<file path="src/rtl/appliance_pkg.sv">
`default_nettype none
// +----------------------------------------------------------------------+
// | Module      : appliance_pkg                                          |
// | Description : Shared indices, default weights and scheduler states.  |
// | Revision    : 1.0                                                    |
// +----------------------------------------------------------------------+
package appliance_pkg;

  localparam int unsigned NUM_APPLIANCES = 5;

  localparam int unsigned IDX_FRIDGE = 0;
  localparam int unsigned IDX_OVEN   = 1;
  localparam int unsigned IDX_COFFEE = 2;
  localparam int unsigned IDX_WASHER = 3;
  localparam int unsigned IDX_DISH   = 4;

  localparam int unsigned DEF_W_FRIDGE = 20;
  localparam int unsigned DEF_W_OVEN   = 120;
  localparam int unsigned DEF_W_COFFEE = 60;
  localparam int unsigned DEF_W_WASHER = 90;
  localparam int unsigned DEF_W_DISH   = 80;

  typedef enum logic [0:0] {
    IDLE    = 1'b0,
    HOLDOFF = 1'b1
  } sched_state_t;

endpackage
`default_nettype wire

</file>
<file path="src/rtl/appliance_power_scheduler_if.sv">
`default_nettype none
// +----------------------------------------------------------------------+
// | Module      : appliance_power_scheduler_if                           |
// | Description : Request/budget inputs and command outputs of the       |
// |               appliance power scheduler.                             |
// | Revision    : 1.0                                                    |
// +----------------------------------------------------------------------+
interface appliance_power_scheduler_if #(
  parameter int unsigned LOAD_W = 8
);
  import appliance_pkg::*;

  logic [NUM_APPLIANCES-1:0] req;
  logic [LOAD_W+2:0]         load_budget;
  logic                      fridge_cmd;
  logic                      oven_cmd;
  logic                      coffee_maker_cmd;
  logic                      washer_cmd;
  logic                      dishwasher_cmd;
  logic [LOAD_W+2:0]         load_now;
  logic [NUM_APPLIANCES-1:0] pending;
  logic                      busy;

  modport master (
    output req, load_budget,
    input  fridge_cmd, oven_cmd, coffee_maker_cmd, washer_cmd, dishwasher_cmd,
    input  load_now, pending, busy
  );

  modport slave (
    input  req, load_budget,
    output fridge_cmd, oven_cmd, coffee_maker_cmd, washer_cmd, dishwasher_cmd,
    output load_now, pending, busy
  );

endinterface
`default_nettype wire

</file>
<file path="src/rtl/appliance_min_on_timer.sv">
`default_nettype none
// +----------------------------------------------------------------------+
// | Module      : appliance_min_on_timer                                 |
// | Description : Holds one appliance command on for MIN_ON_CYCLES after |
// |               its grant edge.                                        |
// | Revision    : 1.0                                                    |
// +----------------------------------------------------------------------+
module appliance_min_on_timer #(
  parameter int unsigned MIN_ON_CYCLES = 64
) (
  input  wire logic clk,
  input  wire logic rst,
  input  wire logic i_load,
  output logic      o_hold
);

  localparam int unsigned c_cnt_w = (MIN_ON_CYCLES > 1) ? $clog2(MIN_ON_CYCLES) : 1;

  logic [c_cnt_w-1:0] r_cnt;

  // Loaded with N-1 so the command may clear exactly N edges after the grant.
  always_ff @(posedge clk) begin
    if (!rst) begin
      r_cnt <= '0;
    end else if (i_load) begin
      r_cnt <= c_cnt_w'(MIN_ON_CYCLES - 1);
    end else if (r_cnt != '0) begin
      r_cnt <= r_cnt - 1'b1;
    end
  end

  assign o_hold = (r_cnt != '0);

endmodule
`default_nettype wire

</file>
<file path="src/rtl/appliance_power_scheduler.sv">
`default_nettype none
// +----------------------------------------------------------------------+
// | Module      : appliance_power_scheduler                              |
// | Description : Budget-limited, staggered turn-on of five appliances.  |
// |               Optional min-on timers under APPLIANCE_MIN_ON_EN.      |
// | Revision    : 1.0                                                    |
// +----------------------------------------------------------------------+
module appliance_power_scheduler
  import appliance_pkg::*;
#(
  parameter int unsigned LOAD_W         = 8,
  parameter int unsigned W_FRIDGE       = DEF_W_FRIDGE,
  parameter int unsigned W_OVEN         = DEF_W_OVEN,
  parameter int unsigned W_COFFEE       = DEF_W_COFFEE,
  parameter int unsigned W_WASHER       = DEF_W_WASHER,
  parameter int unsigned W_DISH         = DEF_W_DISH,
  parameter int          STAGGER_CYCLES = 16,
  parameter int unsigned MIN_ON_CYCLES  = 64
) (
  input wire logic                  clk,
  input wire logic                  rst,
  appliance_power_scheduler_if.slave bus
);

  localparam int unsigned c_sum_w = LOAD_W + 3;
  localparam int unsigned c_cnt_w = (STAGGER_CYCLES > 2) ? $clog2(STAGGER_CYCLES - 1) : 1;

  localparam logic [NUM_APPLIANCES-1:0][c_sum_w-1:0] c_weight = {
    c_sum_w'(LOAD_W'(W_DISH)),
    c_sum_w'(LOAD_W'(W_WASHER)),
    c_sum_w'(LOAD_W'(W_COFFEE)),
    c_sum_w'(LOAD_W'(W_OVEN)),
    c_sum_w'(LOAD_W'(W_FRIDGE))
  };

  sched_state_t              r_state;
  sched_state_t              w_state_nxt;
  logic [c_cnt_w-1:0]        r_cnt;
  logic [c_cnt_w-1:0]        w_cnt_nxt;
  logic [NUM_APPLIANCES-1:0] r_cmd;
  logic [NUM_APPLIANCES-1:0] w_cmd_nxt;
  logic [c_sum_w-1:0]        r_load_now;
  logic [c_sum_w-1:0]        w_load_nxt;
  logic [NUM_APPLIANCES-1:0] w_fits;
  logic [NUM_APPLIANCES-1:0] w_elig;
  logic [NUM_APPLIANCES-1:0] w_pick;
  logic [NUM_APPLIANCES-1:0] w_grant;
  logic [NUM_APPLIANCES-1:0] w_drop;
  logic [NUM_APPLIANCES-1:0] w_hold;

`ifdef APPLIANCE_MIN_ON_EN
  for (genvar gi = 0; gi < NUM_APPLIANCES; gi++) begin : g_min_on
    appliance_min_on_timer #(
      .MIN_ON_CYCLES (MIN_ON_CYCLES)
    ) u_timer (
      .clk    (clk),
      .rst    (rst),
      .i_load (w_grant[gi]),
      .o_hold (w_hold[gi])
    );
  end
`else
  assign w_hold = '0;
`endif

  always_ff @(posedge clk) begin
    if (!rst) begin
      r_state    <= IDLE;
      r_cnt      <= '0;
      r_cmd      <= '0;
      r_load_now <= '0;
    end else begin
      r_state    <= w_state_nxt;
      r_cnt      <= w_cnt_nxt;
      r_cmd      <= w_cmd_nxt;
      r_load_now <= w_load_nxt;
    end
  end

  always_comb begin
    w_state_nxt = r_state;
    w_cnt_nxt   = r_cnt;
    w_pick      = '0;

    // Budget check uses the registered load; same-cycle turn-offs free nothing yet.
    for (int i = 0; i < NUM_APPLIANCES; i++) begin
      w_fits[i] = (r_load_now + c_weight[i]) <= bus.load_budget;
    end
    w_elig = bus.req & ~r_cmd & w_fits;

    // Scan from lowest priority upward so the highest-priority hit wins.
    for (int i = NUM_APPLIANCES - 1; i >= 0; i--) begin
      if (w_elig[i]) begin
        w_pick    = '0;
        w_pick[i] = 1'b1;
      end
    end

    w_grant = (r_state == IDLE) ? w_pick : '0;
    w_drop  = r_cmd & ~bus.req & ~w_hold;

    case (r_state)
      IDLE: begin
        if ((|w_grant) && (STAGGER_CYCLES > 1)) begin
          w_state_nxt = HOLDOFF;
          w_cnt_nxt   = c_cnt_w'(STAGGER_CYCLES - 2);
        end
      end
      HOLDOFF: begin
        if (r_cnt == '0) begin
          w_state_nxt = IDLE;
        end else begin
          w_cnt_nxt = r_cnt - 1'b1;
        end
      end
      default: begin
        w_state_nxt = IDLE;
        w_cnt_nxt   = '0;
      end
    endcase

    w_cmd_nxt  = (r_cmd & ~w_drop) | w_grant;
    w_load_nxt = r_load_now;
    for (int i = 0; i < NUM_APPLIANCES; i++) begin
      if (w_grant[i]) w_load_nxt = w_load_nxt + c_weight[i];
      if (w_drop[i])  w_load_nxt = w_load_nxt - c_weight[i];
    end
  end

  assign bus.fridge_cmd       = r_cmd[IDX_FRIDGE];
  assign bus.oven_cmd         = r_cmd[IDX_OVEN];
  assign bus.coffee_maker_cmd = r_cmd[IDX_COFFEE];
  assign bus.washer_cmd       = r_cmd[IDX_WASHER];
  assign bus.dishwasher_cmd   = r_cmd[IDX_DISH];
  assign bus.load_now         = r_load_now;
  assign bus.pending          = bus.req & ~r_cmd;
  assign bus.busy             = (r_state == HOLDOFF);

endmodule
`default_nettype wire
</file>
<file path="src/flat_wrapper.sv">
// flat-port wrapper written by rule: the top's interface ports become plain ports
module appliance_power_scheduler_flat import appliance_pkg::*;
#(
  parameter int unsigned LOAD_W         = 8,
  parameter int unsigned W_FRIDGE       = DEF_W_FRIDGE,
  parameter int unsigned W_OVEN         = DEF_W_OVEN,
  parameter int unsigned W_COFFEE       = DEF_W_COFFEE,
  parameter int unsigned W_WASHER       = DEF_W_WASHER,
  parameter int unsigned W_DISH         = DEF_W_DISH,
  parameter int          STAGGER_CYCLES = 16,
  parameter int unsigned MIN_ON_CYCLES  = 64
)
  (clk, rst, bus_req, bus_load_budget, bus_fridge_cmd, bus_oven_cmd, bus_coffee_maker_cmd, bus_washer_cmd, bus_dishwasher_cmd, bus_load_now, bus_pending, bus_busy);
  appliance_power_scheduler_if #(.LOAD_W(LOAD_W)) bus_i ();
  input wire logic clk;
  input wire logic rst;
  input wire logic [$bits(bus_i.req)-1:0] bus_req;
  input wire logic [$bits(bus_i.load_budget)-1:0] bus_load_budget;
  output wire logic [$bits(bus_i.fridge_cmd)-1:0] bus_fridge_cmd;
  output wire logic [$bits(bus_i.oven_cmd)-1:0] bus_oven_cmd;
  output wire logic [$bits(bus_i.coffee_maker_cmd)-1:0] bus_coffee_maker_cmd;
  output wire logic [$bits(bus_i.washer_cmd)-1:0] bus_washer_cmd;
  output wire logic [$bits(bus_i.dishwasher_cmd)-1:0] bus_dishwasher_cmd;
  output wire logic [$bits(bus_i.load_now)-1:0] bus_load_now;
  output wire logic [$bits(bus_i.pending)-1:0] bus_pending;
  output wire logic [$bits(bus_i.busy)-1:0] bus_busy;
  assign bus_i.req = bus_req;
  assign bus_i.load_budget = bus_load_budget;
  assign bus_fridge_cmd = bus_i.fridge_cmd;
  assign bus_oven_cmd = bus_i.oven_cmd;
  assign bus_coffee_maker_cmd = bus_i.coffee_maker_cmd;
  assign bus_washer_cmd = bus_i.washer_cmd;
  assign bus_dishwasher_cmd = bus_i.dishwasher_cmd;
  assign bus_load_now = bus_i.load_now;
  assign bus_pending = bus_i.pending;
  assign bus_busy = bus_i.busy;
  appliance_power_scheduler #(.LOAD_W(LOAD_W), .W_FRIDGE(W_FRIDGE), .W_OVEN(W_OVEN), .W_COFFEE(W_COFFEE), .W_WASHER(W_WASHER), .W_DISH(W_DISH), .STAGGER_CYCLES(STAGGER_CYCLES), .MIN_ON_CYCLES(MIN_ON_CYCLES)) u_core (.clk(clk), .rst(rst), .bus(bus_i));
endmodule
</file>
<file path="config.mk">
export PLATFORM = sky130hd
export DESIGN_NAME = appliance_power_scheduler_flat
export DESIGN_NICKNAME = d
export VERILOG_FILES = /design/src/rtl/appliance_pkg.sv /design/src/rtl/appliance_power_scheduler_if.sv /design/src/rtl/appliance_min_on_timer.sv /design/src/rtl/appliance_power_scheduler.sv /design/src/flat_wrapper.sv
export SDC_FILE = /design/constraint.sdc
export NUM_CORES = 1
export LEC_CHECK = 0
export CAP_MARGIN = 20
export CORE_AREA = 8 8 104 106
export CTS_CLUSTER_DIAMETER = 40
export DETAILED_ROUTE_END_ITERATION = 8
export DIE_AREA = 0 0 112 114
export PLACE_DENSITY = 0.78
export SLEW_MARGIN = 10
export SYNTH_ARGS = -nofsm -noshare
export SYNTH_HDL_FRONTEND = slang
export SYNTH_HIERARCHICAL = 1
export SYNTH_SLANG_ARGS = --single-unit
</file>
<file path="constraint.sdc">
create_clock -name clk -period 7.45 [get_ports clk]
set_clock_uncertainty 0.2 [all_clocks]
set_input_delay 0.745 -clock clk [delete_from_list [all_inputs] [get_ports clk]]
set_output_delay 0.745 -clock clk [all_outputs]
set_load 0.02 [all_outputs]
</file>
# After elaboration in Yosys (flattened, before gate mapping)
# Index checks and enable logic that the tools add are counted.
[totals] output_inout_bits=22 n_memories=0 in_bits=18 ff_bits=21 ramBits=0 latchBits=0 rom_bits=0
[op_classes] bitwise_logic=9 muxes=22 n_reduce_logical=3 n_mul=0 n_div=0 addsub=15 n_eq_ne=2 n_lt_le_gt_ge=5 shifts=0
[ops] cell="$mux 11" n=10
[ops] cell="$add 11x7->11 const B" n=6
[ops] cell="$le 11x11->1" n=5
[ops] cell="$sub 11x7->11 const B" n=3
[ops] cell="$mux 5" n=6
[ops] cell="$add 11x6->11 const B" n=2
[ops] cell="$and 5x5->5" n=4
[ops] cell="$not 5->5" n=3
[ops] cell="$add 11x5->11 const B" n=1
[ops] cell="$sub 11x5->11 const B" n=1
[ops] cell="$sub 11x6->11 const B" n=1
[ops] cell="$mux 4" n=2
[ops] cell="$pmux 4 s2" n=1
[ops] cell="$or 5x5->5" n=1
[ops] cell="$reduce_or 5->1" n=1
[ops] cell="$logic_not 4->1" n=1
[ops] cell="$ne 2x2->1 const B" n=2
[ops] cell="$sub 4x1->4 const B" n=1
[ops] cell="$mux 1" n=2
[ops] cell="$pmux 1 s2" n=1
[ops] cell="$reduce_and 2->1" n=1
[ops] cell="$not 1->1" n=1

# Longest topological paths before layout
[logic_depth] word_depth=28 ltp_mapped=42 ltp_nobuf=41

# Worst setup path after synthesis
# OpenSTA, ideal clock, no wires.
[synth_timing] path_kind="reg2reg" start="register u_core.r_load_now[4] (netlist: u_core/bus.load_now[4])" end="register u_core.r_load_now[10] (netlist: u_core/bus.load_now[10])" required_ns=7.128 t_arrival_ns=8.120 slack_ns=-0.992 setup_ns=0.122 path_stages_with_launch=36 period_less_slack_ns=8.442 path_cell_list="dfxtp_1 clkbuf_1 inv_1 ha_1 a21oi_1 nor2_1 nand2_1 nor2_1 xor2_1 ha_1 a21o_1 a21o_1 or2_1 o21ba_1 buf_6 xnor2_1 ha_1 nor2_1 xnor2_1 nor3b_1 nor2_4 inv_2 ha_1 xor3_1 or4_4 a21oi_4 xnor3_2 a211oi_4 xnor3_2 o211a_2 xnor3_2 o21bai_1 or4_1 a21o_1 a211oi_2 nor3b_2"
[synth_via] elab_chain_cells=27 elab_cells_between_ends=36 classes_between="add/sub: 14; order compare: 5; mux: 16; bitwise: 1"
[synth_rtl] element="start, declared" line_no="appliance_power_scheduler.sv:42" text="logic [c_sum_w-1:0] r_load_now;"
[synth_rtl] element="start signal, assigned" line_no="appliance_power_scheduler.sv:76" text="r_load_now <= w_load_nxt;"
[synth_rtl] element="$add 11x7->11" line_no="appliance_power_scheduler.sv:87" text="w_fits[i] = (r_load_now + c_weight[i]) <= bus.load_budget;"
[synth_rtl] element="$le 11x11->1" line_no="appliance_power_scheduler.sv:87"
[synth_rtl] element="$and 5x5->5" line_no="appliance_power_scheduler.sv:89" text="w_elig = bus.req & ~r_cmd & w_fits;"
[synth_rtl] element="$mux 5 (4 in series)" line_no="appliance_power_scheduler.sv:93" text="if (w_elig[i]) begin"
[synth_rtl] element="$mux 5" line_no="appliance_power_scheduler.sv:99" text="w_grant = (r_state == IDLE) ? w_pick : '0;"
[synth_rtl] element="$mux 11" line_no="appliance_power_scheduler.sv:125" text="if (w_grant[i]) w_load_nxt = w_load_nxt + c_weight[i];"
[synth_rtl] element="$sub 11x5->11" line_no="appliance_power_scheduler.sv:126" text="if (w_drop[i]) w_load_nxt = w_load_nxt - c_weight[i];"
[synth_rtl] element="$mux 11" line_no="appliance_power_scheduler.sv:126"
[synth_rtl] element="[8 not listed]"
[synth_rtl] element="$add 11x7->11" line_no="appliance_power_scheduler.sv:125"
[synth_rtl] element="$mux 11" line_no="appliance_power_scheduler.sv:125"
[synth_rtl] element="$sub 11x7->11" line_no="appliance_power_scheduler.sv:126"
[synth_rtl] element="$mux 11" line_no="appliance_power_scheduler.sv:126"
[synth_rtl] element="$add 11x7->11" line_no="appliance_power_scheduler.sv:125"
[synth_rtl] element="$mux 11 (*)" line_no="appliance_power_scheduler.sv:125"
[synth_rtl] element="$sub 11x7->11" line_no="appliance_power_scheduler.sv:126"
[synth_rtl] element="$mux 11 (*)" line_no="appliance_power_scheduler.sv:126"
# Mark *: on every way between the ends. The rest lies on a longest branch, timed or not.
# A chain may end at the register's enable or synchronous reset.

# Worst setup path after layout
# Same ends and word-level chain as after synthesis.

==> metrics <==
Vias/cell=6.45; r2r endpoint=u_core/bus.load_now[10]; Vias=around 5,700; Hold Path Origin=u_core/r_cmd[3]; cts-stage hold buffer count=0; relative slew slack=25.2%; NumNets Final=between 800 and 900; Num Clock Sinks=20; full die area=approximately 13,000 um2; r2r setup slk=-0.34 ns; Pwr Density=502 nW/um2; PortBufs=38; grt total ovfl=0; commonest non-fill, non-tap cell in the layout=buf_4; fraction of layout cells with a size suffix above 1=29.1%; Final Util=74.6%; CTS tree=done; CP Capture Type=register; Routed Antenna Nets=0; fmax=0.128 GHz; top cells by area, synth=ha_1, xnor2_1, dfxtp_1; dpl cells=about 850; Skew-Pair Late Insertion Delay=0.26 ns; Startpoint Class=register; HPWL after DPL=12,900 um; RSZ-0062 raised after global routing=yes; antenna violations before repair=0; Worst EP required=7.44 ns; count of flip-flops with a built-in enable after synthesis=0; die span in y=114 um; fin crit period=7.79 ns; Area Growth Syn to Fin=37.4%; violated checks=negative setup slack; Least-Margin Pin Slew=1.11 ns; hold crit path type=register to register; Yosys top cell by area=ha_1; count of final setup violators=6; top_reg_cell synth=dfxtp_1; Non-Filler Instances=883; syn_area_per_cell=7.62 um2; Placed Instance Area=roughly 6000 um2; reg2reg path depth=35; crit-path max FO=4; standard-cell rows=35; most frequent cells in the layout=buf_4, ha_1, nor2_1, nand2_1, xnor2_1; Die W=112 um; Crit Path Class=register to register; hold depth=2; initial drt markers=468; Max Cap Viol=0; Mapped Area=4940 um2; unique cell type count in the Yosys netlist=91; setup TNS=-1.02 ns; routed wire length=18,000 um; Global Route Usage Sum=25.4%; Peak VDD IR=a little under 0.4 mV; max incr delay on CP=roughly 0.4 ns; total CTS buffers=3; Fill cells=645; final hold vios=0; most used cell, CP=ha_2; vias in the first global route=between 5,000 and 6,000; gpl congestion=~0.96; Final Cycle Share=105%; hold endpoint=u_core/r_cmd[3]; antenna diode count=0; post-synthesis cell count=649; largest net degree at the start of global routing=20; Syn. warnings=6; TritonRoute pass-1 iters=6; status=finished with violations; Initial Utilization=54.3%; Final Worst Setup Slack=-0.344 ns; detailed-route DRC error count=0; cell area after layout=6790 um2; CTS Buffer Depth=2; clock-pin slew on the worst setup and hold paths=0.08 ns; CORE AREA=slightly above 9000 um2; Slowest cell on crit path=ha_2; Reg-to-Reg Start=u_core/bus.load_now[4]; first-pass GRT wire length=27,000 um; H-tree depth=1; num ports=40; wire per inst=20.4 um; top-area cell type share of the netlist area=about 16%; leakage power figure=roughly 2.9 nW; Synth Register Bits=20; root buf cell=clkbuf_8; FFs w/ async S/R, synth=0%; CP Data Arrival Time=7.78 ns; Setup WS pre-CTS=-0.221 ns; Seq/Total Area, Yosys=8.10%; max-slew violations=0
==> timing repair <==
action	4_1_cts	5_1_grt
gates cloned	0	0
endpoints found under the setup margin	4	6
gates resized for setup	17	70
buffers inserted	13	20
pin swaps	22	52
==> layer usage <==
| metal | part of all wire [%] | global-route usage (%) | vias up |
|---|---|---|---|
| li1 | - | - | 2605 |
| met1 | 42 | 32.7 | 2727 |
| met2 | 47 | 44.4 | 295 |
| met3 | 8.1 | 2.96 | 64 |
| met4 | 2.8 | 5.58 | 0 |
| met5 | 0 | 0 | - |
==> synthesized netlist by cell type (5+ instances only) <==
| cell type | n |
|---|---|
| a211o_1 | 6 |
| a211oi_1 | 10 |
| a21o_1 | 15 |
| a21oi_1 | 36 |
| a31oi_1 | 9 |
| and2_1 | 9 |
| and4_1 | 6 |
| clkbuf_1 | 14 |
| dfxtp_1 | 20 |
| ha_1 | 65 |
| inv_1 | 32 |
| nand2_1 | 48 |
| nand2b_1 | 14 |
| nand3_1 | 16 |
| nand4_1 | 9 |
| nor2_1 | 56 |
| nor2b_1 | 12 |
| nor3_1 | 13 |
| nor4_1 | 8 |
| o2111ai_1 | 6 |
| o211ai_1 | 7 |
| o21a_1 | 15 |
| o21ai_0 | 24 |
| o21bai_1 | 6 |
| or3_1 | 5 |
| xnor2_1 | 50 |
| xor2_1 | 31 |
==> where the power goes <==
group | internal (mW) | switching [mW]
sequential | 0.141 | 0.0494
combinational | 1.41 | 1.71
clock | 0.0583 | 0.0401
==> cells by family after synthesis <==
kind of cell / Yosys count / synth area share, %
AOI/OAI and AO/OA: 180 / 26.3
other: 1 / 0.0759
adders and majority gates: 65 / 16.5
and+or+nand+nor: 229 / 24.7
DFF: 20 / 8.10
buffers and inverters: 57 / 4.71
xor gates and xnor gates: 89 / 17.7
muxes: 8 / 1.95
==> state kept, by name, summed over array words and instances, names as in the netlist <==
| name | count |
|---|---|
| u_core/r_cmd | 5 |
| u_core/bus.busy | 1 |
| u_core/r_cnt | 4 |
| u_core/bus.load_now | 10 |
==> area by class of cell <==
| type | count | area (um2) | share of cell area (%) |
|---|---|---|---|
| Tap cell | 111 | 139 | 2.04 |
| Multi-Input combinational cell | 573 | 4890 | 72.0 |
| Clock buffer | 4 | 66.3 | 0.976 |
| Inverter | 36 | 141 | 2.08 |
| Sequential cell | 20 | 409 | 6.02 |
| Timing Repair Buffer | 139 | 1150 | 16.9 |
==> critical path, delay by kind of cell (launching register included) <==
kind,cells,cell delay (ns)
mux,1,0.25
fa+ha+maj,7,2.15
xor+xnor,3,0.64
buf+inv,2,0.20
flops,1,0.39
compound gates,10,1.71
simple gates,12,2.16
==> per-stage QoR <==
stage | hold slack [ns] | total power [mW]
6_report | 0.335 | 3.41
5_1_grt | 0.354 | 3.62
4_1_cts | 0.321 | 2.88
3_5_place_dp | 0.303 | 2.63
3_3_place_gp | 0.300 | 2.56
2_1_floorplan | 0.289 | 1.88
==> worst max path at each step <==
stage / from / endpoint / slack, ns / cells after the start
after floorplan: u_core/bus.load_now[4] / u_core/bus.load_now[10] / 0.006 / 37
after global placement: bus_load_budget[1] / u_core/bus.load_now[10] / -0.05 / 32
after detailed placement: u_core/bus.load_now[4] / u_core/bus.load_now[10] / -0.22 / 36
after CTS: u_core/bus.load_now[4] / u_core/bus.load_now[10] / 0.02 / 35
after global routing: u_core/bus.load_now[4] / u_core/bus.load_now[10] / -0.57 / 35
final: u_core/bus.load_now[4] / u_core/bus.load_now[10] / -0.34 / 35
No activity file was read; power rests on OpenSTA's default activity.
